[config.mk]
export PLATFORM = sky130hd
export DESIGN_NAME = wb_port_arbiter
export DESIGN_NICKNAME = d
export VERILOG_FILES = /design/src/rtl/wb_port_arbiter.sv
export SDC_FILE = /design/constraint.sdc
export NUM_CORES = 1
export LEC_CHECK = 0
export CELL_PAD_IN_SITES_DETAIL_PLACEMENT = 1
export CELL_PAD_IN_SITES_GLOBAL_PLACEMENT = 1
export CORE_MARGIN = 5
export CORE_UTILIZATION = 41
export DETAILED_ROUTE_END_ITERATION = 6
export MAX_ROUTING_LAYER = met4
export PLACE_DENSITY_LB_ADDON = 0.1
export SLEW_MARGIN = 20
export SYNTH_ARGS = -nofsm -noshare
export SYNTH_HDL_FRONTEND = slang
export SYNTH_SLANG_ARGS = --single-unit
[constraint.sdc]
create_clock -name clk -period 6.57 [get_ports clk]
set_input_delay 1.314 -clock clk [delete_from_list [all_inputs] [get_ports clk]]
set_output_delay 1.314 -clock clk [all_outputs]
set_load 0.01 [all_outputs]
[src/rtl/wb_port_arbiter.sv]
// rtl/wb_port_arbiter.sv - register-file write-port arbiter between the pipeline writeback and a 2-deep multi-cycle result FIFO
module wb_port_arbiter #(
   parameter int STARVE_MAX = 3
) (
   input  logic        clk,
   input  logic        reset,
   input  logic        wb_valid,
   input  logic [4:0]  wb_dst,
   input  logic [63:0] wb_data,
   output logic        wb_stall,
   input  logic        mu_valid,
   input  logic [4:0]  mu_dst,
   input  logic [63:0] mu_data,
   output logic        mu_ready,
   output logic        rf_we,
   output logic [4:0]  rf_wa,
   output logic [63:0] rf_wd
);

   logic [1:0]  occCnt;
   logic        rdPtr;
   logic        wrPtr;
   logic [3:0]  starveCnt;
   logic [4:0]  fifoDst  [2];
   logic [63:0] fifoData [2];

   logic pReq;
   logic fHere;
   logic grantF;
   logic grantP;
   logic enq;
   logic starveHit;

   // x0 writes are architecturally dead, so they never enter arbitration
   assign pReq      = wb_valid && (wb_dst != 5'd0);
   assign fHere     = (occCnt != 2'd0);
   assign starveHit = (starveCnt == 4'(STARVE_MAX));
   assign grantF    = fHere && (!pReq || starveHit);
   assign grantP    = pReq && !grantF;

   assign wb_stall = pReq && grantF && !reset;
   // ready looks only at registered occupancy: a full FIFO refuses even while draining
   assign mu_ready = (occCnt != 2'd2) && !reset;
   assign enq      = mu_valid && mu_ready && (mu_dst != 5'd0);

   always_ff @(posedge clk or posedge reset) begin
      if (reset) begin
         occCnt    <= 2'd0;
         rdPtr     <= 1'b0;
         wrPtr     <= 1'b0;
         starveCnt <= 4'd0;
         rf_we     <= 1'b0;
         rf_wa     <= 5'd0;
         rf_wd     <= 64'd0;
      end else begin
         occCnt <= occCnt + {1'b0, enq} - {1'b0, grantF};
         if (enq) begin
            wrPtr <= ~wrPtr;
         end
         if (grantF) begin
            rdPtr <= ~rdPtr;
         end

         if (!fHere || grantF) begin
            starveCnt <= 4'd0;
         end else if (grantP) begin
            starveCnt <= starveCnt + 4'd1;
         end

         if (grantF) begin
            rf_we <= 1'b1;
            rf_wa <= fifoDst[rdPtr];
            rf_wd <= fifoData[rdPtr];
         end else if (grantP) begin
            rf_we <= 1'b1;
            rf_wa <= wb_dst;
            rf_wd <= wb_data;
         end else begin
            rf_we <= 1'b0;
         end
      end
   end

   // Storage needs no reset: occupancy gates every read
   always_ff @(posedge clk) begin
      if (enq) begin
         fifoDst[wrPtr]  <= mu_dst;
         fifoData[wrPtr] <= mu_data;
      end
   end

endmodule

# [Word level (Yosys, flattened, before mapping)]
# Memories as Yosys holds them, arrays and structs flattened.
# Index checks and enable logic that the tools add are counted.
[word_totals] register_bits=78 ram_bits=138 inputBits=142 elab_cells=45 n_memories=2
[mem_list] name="fifoData" depth=2 width=64 read_ports=1 rd_clocked_by_memory_dff=0 wr=1 line_no="25" source="logic [63:0] fifoData [2];"
[mem_list] name="fifoDst" depth=2 width=5 read_ports=1 rd_clocked_by_memory_dff=0 wr=1 line_no="24" source="logic [4:0] fifoDst [2];"
[op_classes] n_addsub=3 n_eq_ne=2 muxes=10 bitwise=2 n_reduce_logical=19
[op_table] operator="$mux W64" n=2
[op_table] operator="$mux W5" n=2
[op_table] operator="$reduce_bool A5 Y1" n=2
[op_table] operator="$logic_and A1 B1 Y1" n=8
[op_table] operator="$mux W4" n=2
[op_table] operator="$reduce_bool A2 Y1" n=3
[op_table] operator="$add A4 B1 Y4 const B" n=1
[op_table] operator="$eq A4 B2 Y1 const B" n=1
[op_table] operator="$logic_not A1 Y1" n=4
[op_table] operator="$mux W1" n=4
[op_table] operator="$add A2 B1 Y2" n=1
[op_table] operator="$logic_or A1 B1 Y1" n=2
[op_table] operator="$ne A2 B2 Y1 const B" n=1
[op_table] operator="$not A1 Y1" n=2
[op_table] operator="$sub A2 B1 Y2" n=1

# [Longest topological paths before layout]
[depth] ltp_word=9 ltp_mapped=8 ltp_nobuf=8

# [Worst setup path before layout]
# Ideal clock, no wire load.
[synth_path] kind="input to register" start="in reset" end="mem fifoData[0][0] (enable)" t_arrival_ps=4696 t_required_ps=6073 setup_slack_ps=1377 path_stages=3 n_path_buf=0 path_cell_list="a21oi_1 o211ai_2 nor2_1"
[synth_via] elab_chain_len=6
[synth_rtl] item="start, declared" line_no="6" source="input logic reset,"
[synth_rtl] item="$logic_not A1 Y1 (no line)"
[synth_rtl] item="$logic_and A1 B1 Y1" line_no="43" source="assign mu_ready = (occCnt != 2'd2) && !reset;"
[synth_rtl] item="$logic_and A1 B1 Y1 (2 in a row)" line_no="44" source="assign enq = mu_valid && mu_ready && (mu_dst != 5'd0);"
[synth_rtl] item="$mux W1" line_no="86" source="if (enq) begin"
[synth_rtl] item="$mux W1 (not written as such)" line_no="88" source="fifoData[wrPtr] <= mu_data;"
[synth_rtl] item="end, declared" line_no="25"
# Every way passes these cells.

# [Final worst setup path]
[layout_path] start="in wb_dst[2]" end="out wb_stall"
[layout_via] elab_chain_len=7
[layout_rtl] item="start, declared" line_no="8" source="input logic [4:0] wb_dst,"
[layout_rtl] item="$reduce_bool A5 Y1 (*)" line_no="35" source="assign pReq = wb_valid && (wb_dst != 5'd0);"
[layout_rtl] item="$logic_and A1 B1 Y1 (*)" line_no="35"
[layout_rtl] item="$logic_not A1 Y1" line_no="38" source="assign grantF = fHere && (!pReq || starveHit);"
[layout_rtl] item="$logic_or A1 B1 Y1" line_no="38"
[layout_rtl] item="$logic_and A1 B1 Y1" line_no="38"
[layout_rtl] item="$logic_and A1 B1 Y1 (*) (2 in a row)" line_no="41" source="assign wb_stall = pReq && grantF && !reset;"
[layout_rtl] item="end, declared" line_no="10" source="output logic wb_stall,"
# Mark *: on every way between the ends. The rest lies on a longest branch, timed or not.

==> reports/qor.txt <==
vias in the first global route = 6,697
pwr dens = 398 nW/um2
Critical Path RT = 5.26 ns
max incr delay on CP = 0.53 ns
Yosys warning count = 0
area added between synthesis and finish = 35.9%
Die Y = 156 um
Critical R2R Capture = rf_wd[5]
Core ar. = 21,000 um2
CTS tree = built
Initial Util = 41.6%
Hold EP = starveCnt[0]
final setup vio count = 0
Worst-Skew Late Latency = 0.50 ns
R2R Setup Slk = 3.80 ns
GP Congestion = 0.789
Worst EP arrival = 3.14 ns
RSZ-0062 raised after global routing = false
TritonCTS buffer count = 23
Post-synth EDFFs = 138
largest family of logic cells by synthesized area = compound AO/OA/AOI/OAI gates
die area = 24,300 um2
Power, Total = 0.00472 W
clk buf depth = 3
mean post-synth cell area = 13.6 um2
Worst VDD drop = 193 uV
GRT Overall Usage = 20.0%
FFs w/ async S/R, synth = 36.1%
setup bufs post-CTS = 0
Tightest Pin Transition = 1.02 ns
Final Cycle Share = 67.9%
post-synthesis net count = 788
FF-to-FF path depth = 5
Worst path most repeated cell = clkdlybuf4s50_1
FP Rows = 53
pre-CTS setup slack = 2.11 ns
crit path max fanout = 7
Post-DRT Antenna Nets = 0
XOR/XNOR Fraction of Synth Area = 0.502%
vias = 6,146
DRC viols = 0
fmax = 0.224 GHz
first-pass GRT wire length = 37,300 um
vias per cell = 5.40
Slew headroom = 31.7%
DP Area = 11,100 um2
outcome = finished clean
Ports = 214
drt initial violations = 291
Leakage = 4.49 nW
nets@finish = 991
Synth cell types = 27
1st-pass router iterations = 4
initial antenna violation count = 1
Reg clk slew, reported paths = 0.06 ns
post-synthesis mux area share = 8.05%
Slowest-stage cell, CP = clkdlybuf4s50_1
largest net degree at the start of global routing = 104
Cells after Synth = 643
setup TNS = 0 ns
sequential-to-total area share from yosys stat = 69.9%
post-synthesis compound-gate area fraction = 11.7%
CP Class = in2out
Routed WL = 23,800 um
Hold Path Class = reg2reg
Congestion Overflow GR = 0
post-CTS sizing = 0
# Max-Cap Violations = 0
Pins Over Slew Limit = 0
# fillers = 2,117
Hold Path Depth = 1
routed length per placed instance = 20.9 um
final hold viol count = 0
post-synthesis simple-gate area fraction = 7.03%
Clock Skew = 0.00920 ns
hpwl dp = 15,900 um
cells along the critical path = clkdlybuf4s50_1 -> nor3_2 -> a21o_1 -> nor3_1 -> clkdlybuf4s50_1
Period minus WS final = 4.46 ns
setup ws final = 2.11 ns
proportion of layout cells with a drive suffix above 1 = 6.84%
Die X = 156 um
min-delay src = starveCnt[0]
fin area = 11,900 um2
area of the mapped netlist = 8720 um2
synthesized flop and latch total = 216
FF-to-FF Start = occCnt[0]
crit end category = primary output
H-tree levels = 1
CTS Root Cell = clkbuf_16
hold_buf cts = 0
CP startpoint kind = input port
Post-synth top flop = edfxtp_1
clock sinks = 216
IO buf count = 213
Synth Area in Adders = 0.430%
-- worst max path at each step --
| stage | slack [ns] | to | start | depth (start not counted) |
|---|---|---|---|---|
| global route | 2.00 | wb_stall | wb_dst[2] | 5 |
| finish | 2.11 | wb_stall | wb_dst[2] | 5 |
| CTS | 2.10 | wb_stall | wb_dst[2] | 5 |
| floorplan | 1.38 | fifoData[0][0] | reset | 3 |
| detailed placement | 2.11 | wb_stall | wb_dst[2] | 5 |
| global placement | 2.18 | wb_stall | wb_dst[2] | 5 |
-- state kept, by name, summed over array words and instances (netlist names) --
signal,cells
rf_wa,5
wrPtr,1
rf_wd,64
rdPtr,1
starveCnt,4
occCnt,2
fifoData,128
fifoDst,10
rf_we,1
-- worst max-delay path: cells and delay by family --
| kind | cells | cell delay, ns |
|---|---|---|
| buffers and inverters | 2 | 0.97 |
| AND/OR/NAND/NOR | 2 | 0.53 |
| AO/OA/AOI/OAI | 1 | 0.34 |
-- power by group --
group	switching [W]	total, W	internal [W]
Clock	0.000512	0.00124	0.000731
Sequential	0.000191	0.00194	0.00175
Combinational	0.000813	0.00154	0.000729
-- metrics by stage --
stage | hold WS [ns] | instances | util (%)
2_1_floorplan | 0.442 | 643 | -
3_3_place_gp | 0.450 | 1095 | 53.0
3_5_place_dp | 0.491 | 1095 | 53.0
4_1_cts | 0.492 | 1136 | 56.5
5_1_grt | 0.526 | 1138 | 56.6
6_report | 0.498 | 1139 | 56.6
-- cells in the mapped netlist (2+ instances only) --
| cell | instances | area share, % |
|---|---|---|
| edfxtp_1 | 138 | 47 |
| dfrtp_1 | 78 | 22 |
| nor2_1 | 73 | 3.1 |
| nand2_1 | 72 | 3.1 |
| a21oi_1 | 70 | 4.0 |
| mux2i_1 | 69 | 7.9 |
| o221ai_1 | 69 | 6.9 |
| clkbuf_1 | 26 | 1.1 |
| buf_2 | 16 | 0.92 |
| inv_1 | 6 | 0.26 |
| ha_1 | 3 | 0.43 |
| nor3_1 | 3 | 0.17 |
| xnor2_1 | 3 | 0.30 |
| buf_4 | 2 | 0.17 |
| nor4_1 | 2 | 0.14 |
| xor2_1 | 2 | 0.20 |
-- final cells by class --
| cell class | instances | area, um2 | share of cell area (%) |
|---|---|---|---|
| clock inverters | 15 | 129 | 1.09 |
| repair buffers | 222 | 2210 | 18.7 |
| inverters | 6 | 23.8 | 0.201 |
| flip-flops and latches | 216 | 6100 | 51.4 |
| well taps | 275 | 344 | 2.90 |
| multi-input cells | 377 | 2450 | 20.6 |
| diodes | 2 | 5.00 | 0.0422 |
| clock buffers | 26 | 597 | 5.03 |
-- layout by cell type (no fill, tap or decap), types with 2 or more instances in the layout --
cell	n
clkbuf_1	2
nor3_1	3
clkdlybuf4s50_1	213
xor2_1	2
a21oi_1	70
clkinvlp_4	2
bufinv_16	2
buf_4	8
inv_1	5
mux2i_1	69
clkinv_2	11
nor2_4	3
clkbuf_16	23
nand2_1	71
o221ai_1	69
diode_2	2
xnor2_1	3
nor4_1	2
nor2_1	70
dfrtp_1	77
ha_1	3
edfxtp_1	138
-- per-layer routing --
| metal | vias to the layer above | GRT usage (%) | wire, um |
|---|---|---|---|
| met5 | - | - | 0 |
| met4 | 0 | 5.34 | 461 |
| met3 | 35 | 2.91 | 1280 |
| met2 | 192 | 33.3 | 12100 |
| met1 | 3084 | 25.7 | 9920 |
| li1 | 2835 | - | - |
-- cells by family (layout without fill, tap and decap cells) --
group / Yosys count / count (layout)
compound gates: 144 / 144
mux: 70 / 70
buf+inv: 50 / 269
fa+ha+maj: 3 / 3
xor+xnor: 5 / 5
simple gates: 155 / 155
other cells: 0 / 2
flops: 216 / 216
Note: power is estimated with default switching activity, not from simulation.
